## src/rtl/axi_lite_pkg.sv

```systemverilog
// ============================================================================
// Module      : axi_lite_pkg
// Description : Shared AXI4-Lite response encodings and address helpers.
// Revision    : 1.0 - initial release
// ============================================================================
`default_nettype none

package axi_lite_pkg;

   typedef logic [1:0] resp_t;

   localparam resp_t RESP_OKAY   = 2'b00;
   localparam resp_t RESP_EXOKAY = 2'b01;
   localparam resp_t RESP_SLVERR = 2'b10;
   localparam resp_t RESP_DECERR = 2'b11;

   // Drops the byte-offset bits so the result indexes whole data words.
   function automatic logic [63:0] word_index(input logic [63:0] addr,
                                              input int          data_width);
      logic [63:0] idx;
      case (data_width)
         16:      idx = addr >> 1;
         32:      idx = addr >> 2;
         64:      idx = addr >> 3;
         default: idx = addr;
      endcase
      return idx;
   endfunction

endpackage

`default_nettype wire

```

## src/rtl/axi_lite_reg_array.sv

```systemverilog
// ============================================================================
// Module      : axi_lite_reg_array
// Description : NUM_REGS x DATA_WIDTH storage with byte-strobed write port and
//               one combinational read port.
// Revision    : 1.0 - initial release
// ============================================================================
`default_nettype none

module axi_lite_reg_array #(
   parameter int                    DATA_WIDTH  = 32,
   parameter int                    NUM_REGS    = 16,
   parameter int                    IDX_W       = 4,
   parameter logic [DATA_WIDTH-1:0] RESET_VALUE = '0
) (
   input  logic                    clk,
   input  logic                    rst,
   input  logic                    we_i,
   input  logic [IDX_W-1:0]        widx_i,
   input  logic [DATA_WIDTH-1:0]   wdata_i,
   input  logic [DATA_WIDTH/8-1:0] wstrb_i,
   input  logic [IDX_W-1:0]        ridx_i,
   output logic [DATA_WIDTH-1:0]   rdata_o
);

   localparam int               c_lanes = DATA_WIDTH / 8;
   localparam logic [IDX_W:0]   c_nregs = (IDX_W + 1)'(NUM_REGS);

   logic [DATA_WIDTH-1:0] mem_q [NUM_REGS];

   always_ff @(posedge clk or posedge rst) begin
      if (rst) begin
         for (int r = 0; r < NUM_REGS; r++) begin
            mem_q[r] <= RESET_VALUE;
         end
      end else if (we_i) begin
         for (int l = 0; l < c_lanes; l++) begin
            if (wstrb_i[l]) begin
               mem_q[widx_i][8*l +: 8] <= wdata_i[8*l +: 8];
            end
         end
      end
   end

   // Non-power-of-two depths leave unused index codes; those read as zero.
   always_comb begin
      rdata_o = '0;
      if ({1'b0, ridx_i} < c_nregs) begin
         rdata_o = mem_q[ridx_i];
      end
   end

endmodule

`default_nettype wire

```

## src/rtl/axi_lite_regfile.sv

```systemverilog
// ============================================================================
// Module      : axi_lite_regfile
// Description : Parametrised AXI4-Lite subordinate register file with byte
//               strobes, decoupled AW/W capture and SLVERR on bad addresses.
// Revision    : 1.0 - initial release
// ============================================================================
`default_nettype none

module axi_lite_regfile
   import axi_lite_pkg::*;
#(
   parameter int                    DATA_WIDTH  = 32,
   parameter int                    ADDR_WIDTH  = 8,
   parameter int                    NUM_REGS    = 16,
   parameter logic [DATA_WIDTH-1:0] RESET_VALUE = '0
) (
   input  logic                    s_axi_clk,
   input  logic                    s_axi_reset,
   input  logic [ADDR_WIDTH-1:0]   s_axi_awaddr,
   input  logic                    s_axi_awvalid,
   output logic                    s_axi_awready,
   input  logic [DATA_WIDTH-1:0]   s_axi_wdata,
   input  logic [DATA_WIDTH/8-1:0] s_axi_wstrb,
   input  logic                    s_axi_wlast,
   input  logic                    s_axi_wvalid,
   output logic                    s_axi_wready,
   output logic [1:0]              s_axi_bresp,
   output logic                    s_axi_bvalid,
   input  logic                    s_axi_bready,
   input  logic [ADDR_WIDTH-1:0]   s_axi_araddr,
   input  logic                    s_axi_arvalid,
   output logic                    s_axi_arready,
   output logic [DATA_WIDTH-1:0]   s_axi_rdata,
   output logic [1:0]              s_axi_rresp,
   output logic                    s_axi_rvalid,
   input  logic                    s_axi_rready
);

   localparam int c_strb_w = DATA_WIDTH / 8;
   localparam int c_idx_w  = (NUM_REGS > 1) ? $clog2(NUM_REGS) : 1;

   logic                  aw_full_q, aw_full_d;
   logic [ADDR_WIDTH-1:0] aw_addr_q, aw_addr_d;
   logic                  w_full_q,  w_full_d;
   logic [DATA_WIDTH-1:0] w_data_q,  w_data_d;
   logic [c_strb_w-1:0]   w_strb_q,  w_strb_d;
   logic                  bvalid_q,  bvalid_d;
   resp_t                 bresp_q,   bresp_d;
   logic                  rvalid_q,  rvalid_d;
   resp_t                 rresp_q,   rresp_d;
   logic [DATA_WIDTH-1:0] rdata_q,   rdata_d;

   logic                  w_aw_hs, w_w_hs, w_ar_hs, w_commit;
   logic [ADDR_WIDTH-1:0] w_waddr;
   logic [DATA_WIDTH-1:0] w_wdata, w_arr_rdata;
   logic [c_strb_w-1:0]   w_wstrb;
   logic [63:0]           w_widx, w_ridx;
   logic                  w_wr_ok, w_rd_ok;
   logic                  w_unused_wlast;

   // Readies are held low while reset is asserted, not just by the cleared state.
   assign s_axi_awready = !s_axi_reset && !aw_full_q && !bvalid_q;
   assign s_axi_wready  = !s_axi_reset && !w_full_q  && !bvalid_q;
   assign s_axi_arready = !s_axi_reset && !rvalid_q;

   assign w_aw_hs  = s_axi_awvalid && s_axi_awready;
   assign w_w_hs   = s_axi_wvalid  && s_axi_wready;
   assign w_ar_hs  = s_axi_arvalid && s_axi_arready;
   assign w_commit = (aw_full_q || w_aw_hs) && (w_full_q || w_w_hs);

   assign w_waddr = aw_full_q ? aw_addr_q : s_axi_awaddr;
   assign w_wdata = w_full_q  ? w_data_q  : s_axi_wdata;
   assign w_wstrb = w_full_q  ? w_strb_q  : s_axi_wstrb;

   assign w_widx  = word_index(64'(w_waddr), DATA_WIDTH);
   assign w_ridx  = word_index(64'(s_axi_araddr), DATA_WIDTH);
   assign w_wr_ok = w_widx < 64'(NUM_REGS);
   assign w_rd_ok = w_ridx < 64'(NUM_REGS);

   assign w_unused_wlast = s_axi_wlast;

   axi_lite_reg_array #(
      .DATA_WIDTH  (DATA_WIDTH),
      .NUM_REGS    (NUM_REGS),
      .IDX_W       (c_idx_w),
      .RESET_VALUE (RESET_VALUE)
   ) u_reg_array (
      .clk     (s_axi_clk),
      .rst     (s_axi_reset),
      .we_i    (w_commit && w_wr_ok),
      .widx_i  (w_widx[c_idx_w-1:0]),
      .wdata_i (w_wdata),
      .wstrb_i (w_wstrb),
      .ridx_i  (w_ridx[c_idx_w-1:0]),
      .rdata_o (w_arr_rdata)
   );

   always_comb begin
      aw_full_d = aw_full_q;
      aw_addr_d = aw_addr_q;
      w_full_d  = w_full_q;
      w_data_d  = w_data_q;
      w_strb_d  = w_strb_q;
      bvalid_d  = bvalid_q;
      bresp_d   = bresp_q;
      rvalid_d  = rvalid_q;
      rresp_d   = rresp_q;
      rdata_d   = rdata_q;

      // While bvalid is high both readies are low, so a commit and a B
      // handshake can never land on the same edge.
      if (w_commit) begin
         aw_full_d = 1'b0;
         w_full_d  = 1'b0;
         bvalid_d  = 1'b1;
         bresp_d   = w_wr_ok ? RESP_OKAY : RESP_SLVERR;
      end else begin
         if (w_aw_hs) begin
            aw_full_d = 1'b1;
            aw_addr_d = s_axi_awaddr;
         end
         if (w_w_hs) begin
            w_full_d = 1'b1;
            w_data_d = s_axi_wdata;
            w_strb_d = s_axi_wstrb;
         end
         if (bvalid_q && s_axi_bready) begin
            bvalid_d = 1'b0;
         end
      end

      if (w_ar_hs) begin
         rvalid_d = 1'b1;
         rresp_d  = w_rd_ok ? RESP_OKAY : RESP_SLVERR;
         rdata_d  = w_rd_ok ? w_arr_rdata : '0;
      end else if (rvalid_q && s_axi_rready) begin
         rvalid_d = 1'b0;
      end
   end

   always_ff @(posedge s_axi_clk or posedge s_axi_reset) begin
      if (s_axi_reset) begin
         aw_full_q <= 1'b0;
         aw_addr_q <= '0;
         w_full_q  <= 1'b0;
         w_data_q  <= '0;
         w_strb_q  <= '0;
         bvalid_q  <= 1'b0;
         bresp_q   <= RESP_OKAY;
         rvalid_q  <= 1'b0;
         rresp_q   <= RESP_OKAY;
         rdata_q   <= '0;
      end else begin
         aw_full_q <= aw_full_d;
         aw_addr_q <= aw_addr_d;
         w_full_q  <= w_full_d;
         w_data_q  <= w_data_d;
         w_strb_q  <= w_strb_d;
         bvalid_q  <= bvalid_d;
         bresp_q   <= bresp_d;
         rvalid_q  <= rvalid_d;
         rresp_q   <= rresp_d;
         rdata_q   <= rdata_d;
      end
   end

   assign s_axi_bvalid = bvalid_q;
   assign s_axi_bresp  = bresp_q;
   assign s_axi_rvalid = rvalid_q;
   assign s_axi_rresp  = rresp_q;
   assign s_axi_rdata  = rdata_q;

endmodule

`default_nettype wire

```

## config.mk

```make
export PLATFORM = sky130hd
export DESIGN_NAME = axi_lite_regfile
export DESIGN_NICKNAME = d
export VERILOG_FILES = /design/src/rtl/axi_lite_pkg.sv /design/src/rtl/axi_lite_reg_array.sv /design/src/rtl/axi_lite_regfile.sv
export SDC_FILE = /design/constraint.sdc
export NUM_CORES = 1
export LEC_CHECK = 0
export CORE_ASPECT_RATIO = 1.2
export CORE_UTILIZATION = 55
export DETAILED_ROUTE_END_ITERATION = 7
export PLACE_DENSITY = 0.73
export SYNTH_ARGS = -nofsm -noshare
export SYNTH_HDL_FRONTEND = slang
export SYNTH_SLANG_ARGS = --single-unit
```

## constraint.sdc

```tcl
create_clock -name s_axi_clk -period 26.9 [get_ports s_axi_clk]
set_input_delay 5.38 -clock s_axi_clk [delete_from_list [all_inputs] [get_ports s_axi_clk]]
set_output_delay 5.38 -clock s_axi_clk [all_outputs]
set_load 0.005 [all_outputs]
```

* After elaboration in Yosys (flattened, before gate mapping)
Cells that the tools add are included.
** Operators by class
- Divide/modulo/power cells :: 0
- Magnitude comparators :: 5
- Add/subtract/negate cells :: 0
- Shift-type cells :: 0
- $mul :: 0
- Bitwise operators :: 3
- Mux-type cells :: 36
- Reduce and logical (&&, ||, !) cells :: 26
- Equality and inequality tests :: 0
** Operators by type and width (number)
- 512-bit 2-to-1 mux :: 7
- 512-bit bitwise mux :: 4
- 32-bit demux with 4-bit select :: 4
- 32-bit 2-to-1 mux :: 5
- 32-bit binary-select mux with 4-bit select :: 1
- 24-bit 2-to-1 mux :: 1
- 16-bit 2-to-1 mux :: 1
- 8-bit 2-to-1 mux :: 2
- 1-bit logical AND :: 13
- 6-bit by 5-bit less-than comparator with 1-bit output, second input constant :: 2
- 5-bit >= comparator, second input constant :: 2
- 4-bit inverter with 5-bit output :: 2
- 1-bit 2-to-1 mux :: 8
- 2-bit nonzero test :: 4
- 1-bit zero test :: 5
- 5-bit by 1-bit less-than comparator with 1-bit output, second input constant :: 1
- 2-bit 2-to-1 mux :: 2
- 4-bit 2-to-1 mux :: 1
- 2-bit AND reduction :: 2
- 1-bit logical OR :: 2
- 1-bit inverter :: 1
** Word-level totals
- Word-level logic and storage cells :: 96
- Register bits :: 596
- Output and inout bits :: 41
- Latch bits :: 0
- Memory bits (writable) :: 0
- Input port bits :: 60
- Memory bits (read-only) :: 0
- Memories :: 0

* Longest topological paths before layout
Gate-level depths: netlist of run 1.
- Depth after elaboration :: 17
- Gate-level depth with buffers :: 8
- Depth with buffers taken out :: 4

* Cells and area by module
From an unflattened synthesis of run 1, not the netlist that was laid out.
** Second synthesis, totals
- Cell total of the unflattened synthesis :: 1682
- Area total of the unflattened synthesis :: 26661.8 um^2
** Modules (own cells, without submodules)
- axi_lite_reg_array :: area an instance 23173.5 um^2, instances 1, sequential area each 12812.3 um^2, cells each 1442
- axi_lite_regfile :: area an instance 3488.3 um^2, instances 1, sequential area each 2001.9 um^2, cells each 240

* Worst setup path before layout of run 1
Ideal clock, no wire load.
- Path type :: input-to-output
- Start point :: in s_axi_reset
- End point :: out s_axi_awready
- Stages :: 2
- Data arrival time :: 5.738 ns
- Data required time :: 21.520 ns
- Setup slack :: 15.782 ns
- Cell sequence :: buf_2 -> nor3_1
** On the way
- Word-level cells in the longest chain between the ends :: 3
** RTL lines
- start: declaration :: RTL line axi_lite_regfile.sv:18 : input logic s_axi_reset,
- 1-bit zero test (no line)
- 1-bit logical AND (2 in series) :: RTL line axi_lite_regfile.sv:62 : assign s_axi_awready = !s_axi_reset && !aw_full_q && !bvalid_q;
- end: declaration :: RTL line axi_lite_regfile.sv:21 : output logic s_axi_awready,
Every way passes these cells.

* Worst setup path in the final report of run 1
Ends and elaborated chain as after synthesis.

==> metrics.yaml, run 1 <==
status:
  status: "complete, but fails checks"
  violations: "DRC"
synthesis:
  ys_seq_area_frac: 0.536
  ys_ff_latch: 592
  netlist_instances: 1760
  synth.top_cell.area_share: 0.536
  syn_avg_cell_area_um2: 15.7
  yosys_warnings: 0
  synth_area_um2: 27700
  synthTopCellsByArea: "dfrtp_1 54%, mux2_2 25%, mux4_2 7.8%"
  synth.distinct_cells: 38
  synth_top_cell_by_area: "dfrtp_1"
global_routing:
  grt_pass1_wl_um: 96900
  grt_util_all_layers: 0.251
  antenna_found_initial: 0
  grt_pass1_vias: 16200
  grt_overflow: 0
  grt_max_degree: 159
sta:
  slew_viol_final: 0
  hold_viol_final: 0
  finalSetupViolations: 0
  tightest_slew_ps: 1250
  timing.fmax_mhz: 82.1
  fin_crit_ps: 12180
  final.period_utilization: 0.453
  rsz0062_at_grt: "no"
  fin_hold_ws_ps: 486
  maxSlewHeadroom: 0.165
  fin_tns_setup_ps: 0
  finalClockSkew_ps: 22.2
worst_setup_path:
  r2r-end: "u_reg_array.mem_q[432]$_DFFE_PP0P_"
  critPathKind: "in2out"
  worstPathArrival_ps: 6800
  r2r_slack_ps: 23100
  required_ps: 21520
  critPathCaptureType: "output pin"
  r2r-start: "aw_full_q$_DFFE_PP0P_"
  path_max_fanout: 8
  reg2reg_depth: 5
  setup.worst_path.start_class: "primary input"
drt:
  drt-vias-per-instance: 6.16
  top_layer_used: "met4"
  drc: 12
  wl_met1_um: 26600
  antenna_left: 0
  wl_met3_um: 2610
  vias: 15400
  wl_per_cell_um: 24.5
  drtPass1Iterations: 8
  wl_um: 61400
  met2_length_um: 30700
  drtIter0Drc: 1080
power_and_ir_drop:
  switching_share: 0.279
  power.density_nw_per_um2: 81.3
  p_switching_uw: 708
  peakVddDrop_mv: 0.0567
  seqPwrFrac: 0.451
  internal_power_uw: 1830
  p_clk_frac: 0.346
  combPwrFrac: 0.203
  p_leak_uw: 0.0149
  finalPower_uw: 2540
placed_design:
  dp_hpwl_um: 37000
  dp_cells: 2401
  place_congestion: 0.851
  port_buffers: 93
  placed_cell_area_um2: 29100
clock_network:
  post_cts_buffers: 0
  numClockSinks: 592
  clk_latency_ps: 620
  cts.root.buffer_cell: "clkbuf_16"
  cts_tree: "yes"
  cts_resized: 0
  clk_pin_slew_ps: 60
  cts_max_path_buffers: 3
  htreeDepth: 2
  cts_hold_buffers: 0
  cts_buffers: 57
min_path:
  hp-class: "reg2reg"
  min-delay-start: "u_reg_array.mem_q[264]$_DFFE_PP0P_"
  hold_depth: 1
  min_to: "u_reg_array.mem_q[264]$_DFFE_PP0P_"
final_layout:
  fin_nets: 1883
  drive_gt1_frac: 0.489
  fin_area_um2: 31200
  area_growth_pct: 12.8
  instances_no_fill: 2504
floorplan:
  rows: 89
  core-area_um2: 49400
  die_w_um: 207
  floorplan.initialDensity: 0.559
  ios: 101
  die_area_um2: 51200
  die_h_um: 248
run:
  drv_cap: 0
## stage by stage
step	setup WS (ps)	util
after floorplan	4700	-
after global placement	14730	0.589
after detailed placement	14730	0.589
after CTS	14720	0.631
after global routing	14660	0.631
final	14720	0.631
## power by group through the flow
stage | registers (µW) | logic (µW) | clock network, µW
after floorplan | 1130 | 415 | 0
after global placement | 1140 | 497 | 0
after detailed placement | 1160 | 516 | 0
after CTS | 1140 | 518 | 891
after global routing | 1160 | 557 | 925
final | 1140 | 516 | 876
## per-layer routing
| layer | global-route usage | vias to the layer above |
|---|---|---|
| li1 | - | 6757 |
| met1 | 0.348 | 8240 |
| met2 | 0.411 | 328 |
| met3 | 0.0376 | 99 |
| met4 | 0.0762 | 0 |
| met5 | 0 | - |
## worst max path at each step
stage                      from                  endpoint  slack (ps)  depth (start not counted)
global placement    s_axi_reset             s_axi_awready       14730                          3
CTS                 s_axi_reset             s_axi_awready       14720                          3
global route        s_axi_reset             s_axi_awready       14660                          3
detailed placement  s_axi_reset             s_axi_awready       14730                          3
floorplan           s_axi_reset  aw_addr_q[2]$_DFFE_PP0P_        4700                          2
finish              s_axi_reset             s_axi_awready       14720                          3
## critical path, stage by stage
cell	delay (ps)
clkdlybuf4s50_1	620
nor3_1	260
clkdlybuf4s50_1	530
## layout make-up
| type | count | area (µm²) |
|---|---|---|
| Multi-Input combinational cell | 1053 | 12400 |
| Clock buffer | 82 | 1690 |
| Tap cell | 637 | 797 |
| Inverter | 3 | 18.8 |
| Clock inverter | 20 | 362 |
| Timing Repair Buffer | 116 | 1120 |
| Sequential cell | 592 | 14800 |
| Fill cell | 3656 | 18200 |
| Antenna cell | 1 | 2.50 |
## layout by cell type (no fill, tap or decap), types with 29 or more instances in the layout
master,instances
a22oi_1,57
clkbuf_16,59
clkdlybuf4s50_1,90
dfrtp_1,591
mux2_2,608
mux2i_1,64
mux4_2,96
nand2_1,40
nor3_4,36
nor4_4,29
o211ai_1,32
## registers in the layout (all words and copies together) (netlist names), 4 cells and up
signal             flops
u_reg_array.mem_q    512
s_axi_rdata           32
w_data_q              32
aw_addr_q              6
w_strb_q               4
## cell usage after synthesis
cell and n:
mux2_2 608, dfrtp_1 592, mux4_2 96, clkbuf_1 68, mux2i_1 64, a22oi_1 57, nand2_1 40, nor3_4 36
o211ai_1 32, nor4_4 28, buf_2 27, nor2_1 11, buf_1 10, o22ai_1 10, mux2_4 8, mux2_1 7
nand3_1 7, o21ai_0 7, o21ai_1 7, and3b_1 6, nor3_1 5, nor3b_1 5, buf_4 4, buf_6 4
nor3b_2 4, inv_1 3, and3_1 2, nand3b_1 2, and2_1 1, conb_1 1, nor2b_1 1, nor3_2 1
nor4_1 1, nor4_2 1, nor4b_2 1, o21a_1 1, o21ai_2 1, or3b_2 1
## cells by family after synthesis
group / synth area share
and+or+nand+nor: 0.0602
buffers and inverters: 0.0186
AOI/OAI and AO/OA: 0.0295
muxes: 0.356
other: 0.000136
DFF: 0.536
Note: power is estimated with default switching activity, not from simulation.
==> run 2, diff against run 1 <==
Clock period 26.9 ns to 11.45 ns, I/O delays scaled along.
==> run 2 against run 1 <==
The flow still finishes with violations (DRC). Combinational power is 130% higher. Clock skew shrank 5.1 ps. Critical path type unchanged. Wire length up 1.6%. Clock power increased by 120%. Largest cell class unchanged. Critical path depth did not move. Total power increased by 130%. First-iteration DRC count down 0.28%. Cell count down 0.32%.
==> metrics.yaml, run 2 (synthesis gave the netlist of run 1 again) <==
power_and_ir_drop:
  finalPower_uw: 5800  # +130%
  peakVddDrop_mv: 0.102  # +80%
  power.density_nw_per_um2: 187  # +130%
  p_leak_uw: 0.0148  # -0.58%
clock_network:
  cts_buffers: 55  # -3.5%
  numClockSinks: 592  # unchanged
  cts_tree: "yes"
  post_cts_buffers: 0  # unchanged
  cts.root.buffer_cell: "clkbuf_16"
  htreeDepth: 2  # unchanged
  clk_pin_slew_ps: 60  # about the same
  cts_resized: 0  # unchanged
  cts_max_path_buffers: 3  # unchanged
  clk_latency_ps: 600  # -20 ps
  cts_hold_buffers: 0  # unchanged
worst_setup_path:
  worstPathArrival_ps: 3640  # -3160 ps
  path_cells: "clkdlybuf4s50_1 > nor3_1 > clkdlybuf4s50_1"
  critPathCaptureType: "output pin"
  reg2reg_depth: 5  # unchanged
  r2r_slack_ps: 7710  # -15390 ps
  max_stage_delay_ps: 570  # -50 ps
  critPathKind: "in2out"
  critPathLaunch: "s_axi_reset"
  setup.worst_path.start_class: "primary input"
  cp_slowest_cell: "clkdlybuf4s50_1"
  path_max_fanout: 8  # unchanged
  required_ps: 9160  # -12360 ps
  r2r-start: "aw_full_q$_DFFE_PP0P_"
  r2r-end: "u_reg_array.mem_q[438]$_DFFE_PP0P_"
  endpoint: "s_axi_awready"
  cpMostUsedCell: "clkdlybuf4s50_1"
floorplan:
  die_w_um: 207  # unchanged
  die_h_um: 248  # unchanged
  core-area_um2: 49400  # unchanged
  floorplan.initialDensity: 0.559  # unchanged
  ios: 101  # unchanged
  die_area_um2: 51200  # unchanged
  rows: 89  # unchanged
placed_design:
  place_congestion: 0.773  # -9.2%
  dp_cells: 2397  # -0.17%
  pre_cts_ws_ps: 5500  # -9230 ps
  dp_hpwl_um: 37100  # +0.26%
  port_buffers: 93  # unchanged
drt:
  antenna_left: 0  # unchanged
  vias: 15500  # +0.30%
  drc: 3  # -9
  wl_um: 62400  # +1.6%
  drtIter0Drc: 1077  # -0.28%
  drt-vias-per-instance: 6.20  # +0.63%
  wl_per_cell_um: 25.0  # +1.9%
  drtPass1Iterations: 8  # unchanged
status:
  status: "complete, but fails checks"
  violations: "DRC"
sta:
  tightest_slew_ps: 1180  # -77.0 ps
  fin_tns_setup_ps: 0  # unchanged
  maxSlewHeadroom: 0.216  # +0.0513
  fin_crit_ps: 5930
  finalClockSkew_ps: 17.2  # -5.08 ps
  rsz0062_at_grt: "no"
  hold_viol_final: 0  # unchanged
  timing.fmax_mhz: 169
  setup_slack_ps: 5520  # -9200 ps
  finalSetupViolations: 0  # unchanged
  final.period_utilization: 0.518
  slew_viol_final: 0  # unchanged
global_routing:
  grt_pass1_wl_um: 98000  # +1.2%
  antenna_found_initial: 0  # unchanged
  grt_overflow: 0  # unchanged
  grt_pass1_vias: 16500  # +1.6%
  grt_util_all_layers: 0.256  # +0.00464
  grt_max_degree: 194  # +22%
min_path:
  hp-class: "reg2reg"
  hold_depth: 1  # unchanged
final_layout:
  area_growth_pct: 12.1
  layout_common_cells: "608 x mux2_2, 591 x dfrtp_1, 96 x mux4_2, 90 x clkdlybuf4s50_1, 64 x mux2i_1"
  largest_register: "u_reg_array.mem_q"
  fin_nets: 1877  # -0.32%
  final_common_cell: "mux2_2"
  instances_no_fill: 2496  # -0.32%
  post-route-util: 0.627  # -0.00380
  drive_gt1_frac: 0.487  # -0.00193
  largest_reg_flops: 512  # unchanged
  diodes: 0  # -1
run:
  drv_cap: 0  # unchanged
-- run 2: cell count changes in the layout (fill, tap and decap cells not counted), sizes merged --
cell	delta
clkinv	+4
inv	-1
diode	-1
bufinv	-3
buf	-4
clkbuf	-3
-- run 2: report_power, final --
part	total (µW)	switching [µW]	internal, µW
Sequential	2690	207	2480
Clock	1910	779	1130
Combinational	1210	642	564
-- run 2: layout make-up --
| type | count | area [µm²] |
|---|---|---|
| fill | 3687 | 18400 |
| timing repair buffer | 112 | 1100 |
| inverter | 3 | 15.0 |
| clock inverter | 20 | 284 |
| tap | 637 | 797 |
| clock buffer | 79 | 1610 |
| multi-input combinational | 1053 | 12400 |
| sequential | 592 | 14800 |
-- run 2: metal layers --
metal,routed length (µm),vias to the layer above,track usage
met4,1820,0,0.0773
met3,2610,108,0.0378
met1,27300,8291,0.355
li1,-,6744,-
met5,0,-,0
met2,30700,328,0.419
-- run 2: critical path: cells and delay by family --
kind / cells / cell delay [ps]
buf+inv: 2 / 1100
simple gates: 1 / 240
-- run 2: metrics by stage --
step | instance area [µm²] | hold WS [ps]
final | 31000 | 486
after floorplan | 27700 | 453
after CTS | 31000 | 489
after global routing | 31000 | 508
after detailed placement | 29100 | 475
after global placement | 29100 | 463
-- run 2: worst min path at each step --
stage                                               endpoint  slack [ps]                          startpoint
final                     u_reg_array.mem_q[442]$_DFFE_PP0P_         490  u_reg_array.mem_q[442]$_DFFE_PP0P_
after global routing      u_reg_array.mem_q[317]$_DFFE_PP0P_         510  u_reg_array.mem_q[317]$_DFFE_PP0P_
after CTS                 u_reg_array.mem_q[442]$_DFFE_PP0P_         490  u_reg_array.mem_q[442]$_DFFE_PP0P_
after detailed placement  u_reg_array.mem_q[442]$_DFFE_PP0P_         480  u_reg_array.mem_q[442]$_DFFE_PP0P_
after global placement    u_reg_array.mem_q[442]$_DFFE_PP0P_         460  u_reg_array.mem_q[442]$_DFFE_PP0P_
after floorplan           u_reg_array.mem_q[442]$_DFFE_PP0P_         450  u_reg_array.mem_q[442]$_DFFE_PP0P_
==> run 3, diff against run 2 <==
Settings changed: PLACE_DENSITY 0.73 to 0.76.
Clock period 11.45 ns to 5.1 ns, I/O delays scaled along.
==> run 3 against run 2 <==
The run still ends with DRC left. Final area rose by 0.68%. Via count grew 1.0%. Register-to-register slack worse by 6400 ps. Critical path type is now reg2reg. Largest power group unchanged. Die area unchanged. Critical endpoint is now u_reg_array.mem_q[429]$_DFFE_PP0P_. Critical path depth up 2. Largest cell class unchanged.
==> metrics.yaml, run 3 (synthesis gave the netlist of run 1 again) <==
placed_design:
  dp_cells: 2412  # +0.63%
  port_buffers: 93  # unchanged
  pre_cts_ws_ps: 844  # -4650 ps
  place_congestion: 0.845  # +9.3%
  placed_cell_area_um2: 29300  # +0.67%
  dp_hpwl_um: 38900  # +4.7%
drt:
  drtPass1Iterations: 7  # -1
  drc: 9  # +6
  wl_um: 63200  # +1.2%
  drt-vias-per-instance: 6.21  # +0.25%
  wl_per_cell_um: 25.1  # +0.45%
  drtIter0Drc: 965  # -10%
  antenna_left: 0  # unchanged
  vias: 15600  # +1.0%
global_routing:
  grt_pass1_wl_um: 99800  # +1.8%
  grt_max_degree: 94  # -52%
  grt_overflow: 0  # unchanged
  antenna_found_initial: 0  # unchanged
  grt_util_all_layers: 0.259  # +0.00344
  grt_pass1_vias: 16800  # +2.0%
final_layout:
  area_growth_pct: 12.9
  instances_no_fill: 2515  # +0.76%
  layout_common_cells: "608 x mux2_2, 591 x dfrtp_1, 96 x mux4_2, 90 x clkdlybuf4s50_1, 64 x mux2i_1"
  largest_register: "u_reg_array.mem_q"
  post-route-util: 0.631  # +0.00428
  final_common_cell: "mux2_2"
  regArea_um2: 14800  # unchanged
  fin_area_um2: 31200  # +0.68%
  multiInputGateArea_um2: 12400  # unchanged
  fin_nets: 1893  # +0.85%
  drive_gt1_frac: 0.490  # +0.00306
  largest_reg_flops: 512  # unchanged
  diodes: 0  # unchanged
  nFillCells: 3564  # -3.3%
floorplan:
  core-area_um2: 49400  # unchanged
  die_h_um: 248  # unchanged
  floorplan.initialDensity: 0.559  # unchanged
  die_w_um: 207  # unchanged
  die_area_um2: 51200  # unchanged
  ios: 101  # unchanged
  rows: 89  # unchanged
power_and_ir_drop:
  power.density_nw_per_um2: 420  # +120%
  p_leak_uw: 0.0150  # +0.82%
  peakVddDrop_mv: 0.235  # +130%
worst_setup_path:
  worstPathArrival_ps: 4270  # +630 ps
  path_max_fanout: 23  # +15
  critical-path-top-delay-family: "simple AND/OR/NAND/NOR gates"
  critPathCaptureType: "register"
  path_cells: "nor3b_2 > nor2_4 > buf_4 > nor4_4 > mux2_2"
  required_ps: 5590  # -3570 ps
  cp_slowest_cell: "dfrtp_1"
  crit_buf_inv: 1  # -1
  setup.worst_path.start_class: "register"
  max_stage_delay_ps: 850  # +280 ps
  critPathKind: "reg2reg"
sta:
  fin_crit_ps: 3780
  maxSlewHeadroom: 0.167  # -0.0487
  setup_slack_ps: 1320  # -4200 ps
  tightest_slew_ps: 1250  # +73.1 ps
  slew_viol_final: 0  # unchanged
  finalSetupViolations: 0  # unchanged
  fin_tns_setup_ps: 0  # unchanged
  final.period_utilization: 0.741
  hold_viol_final: 0  # unchanged
  finalClockSkew_ps: 22.0  # +4.83 ps
  timing.fmax_mhz: 265
  rsz0062_at_grt: "no"
clock_network:
  cts_buffers: 56  # +1.8%
  cts_hold_buffers: 0  # unchanged
  cts_tree: "yes"
  cts.root.buffer_cell: "clkbuf_16"
  clk_latency_ps: 610  # about the same
  cts_resized: 0  # unchanged
  numClockSinks: 592  # unchanged
  post_cts_buffers: 0  # unchanged
  clk_pin_slew_ps: 60  # about the same
  cts_max_path_buffers: 3  # unchanged
  htreeDepth: 2  # unchanged
status:
  status: "complete, but fails checks"
  violations: "DRC"
run:
  drv_cap: 0  # unchanged
min_path:
  hp-class: "reg2reg"
## run 3: report_power, final
part | total, µW | internal, µW | switching [µW]
Sequential | 6070 | 5570 | 499
Combinational | 2710 | 1290 | 1430
Clock | 4320 | 2550 | 1770
## run 3: per-stage QoR
step	hold slack (ps)	power [µW]
after floorplan	453	8160
after global routing	510	13700
after detailed placement	475	8850
after CTS	489	13200
after global placement	464	8670
final	489	13100
## run 3: worst reg2reg max path: stages, from the launching register on
cell     delay (ps)
dfrtp_1         850
nor3b_2         820
nor2_4          350
buf_4           360
nor4_4          850
mux2_2          430
## run 3: area by class of cell
| cell class | count | share of cell area |
|---|---|---|
| clock buffers | 81 | 0.0518 |
| inverters | 3 | 0.000481 |
| flip-flops and latches | 592 | 0.475 |
| clock inverters | 22 | 0.00926 |
| repair buffers | 127 | 0.0415 |
| well taps | 637 | 0.0255 |
| multi-input cells | 1053 | 0.397 |
## run 3: path summary, 6_finish.rpt
check | start | to | slack [ps] | depth (start not counted)
worst min-delay path | u_reg_array.mem_q[267]$_DFFE_PP0P_ | u_reg_array.mem_q[267]$_DFFE_PP0P_ | 490 | 1
worst max-delay path | aw_full_q$_DFFE_PP0P_ | u_reg_array.mem_q[429]$_DFFE_PP0P_ | 1320 | 5
worst min register to register | u_reg_array.mem_q[267]$_DFFE_PP0P_ | u_reg_array.mem_q[267]$_DFFE_PP0P_ | 490 | 1
worst max register to register | aw_full_q$_DFFE_PP0P_ | u_reg_array.mem_q[429]$_DFFE_PP0P_ | 1320 | 5
max in group asynchronous | s_axi_reset | w_data_q[18]$_DFFE_PP0P_ | 2780 | 4
min in group asynchronous | s_axi_reset | u_reg_array.mem_q[231]$_DFFE_PP0P_ | 1160 | 2
## run 3: routing by layer
metal | up-vias | GRT usage | share of wire
met5 | - | 0 | 0
met4 | 0 | 0.0874 | 0.033
met3 | 131 | 0.0376 | 0.040
met2 | 320 | 0.423 | 0.49
met1 | 8408 | 0.358 | 0.43
li1 | 6769 | - | -
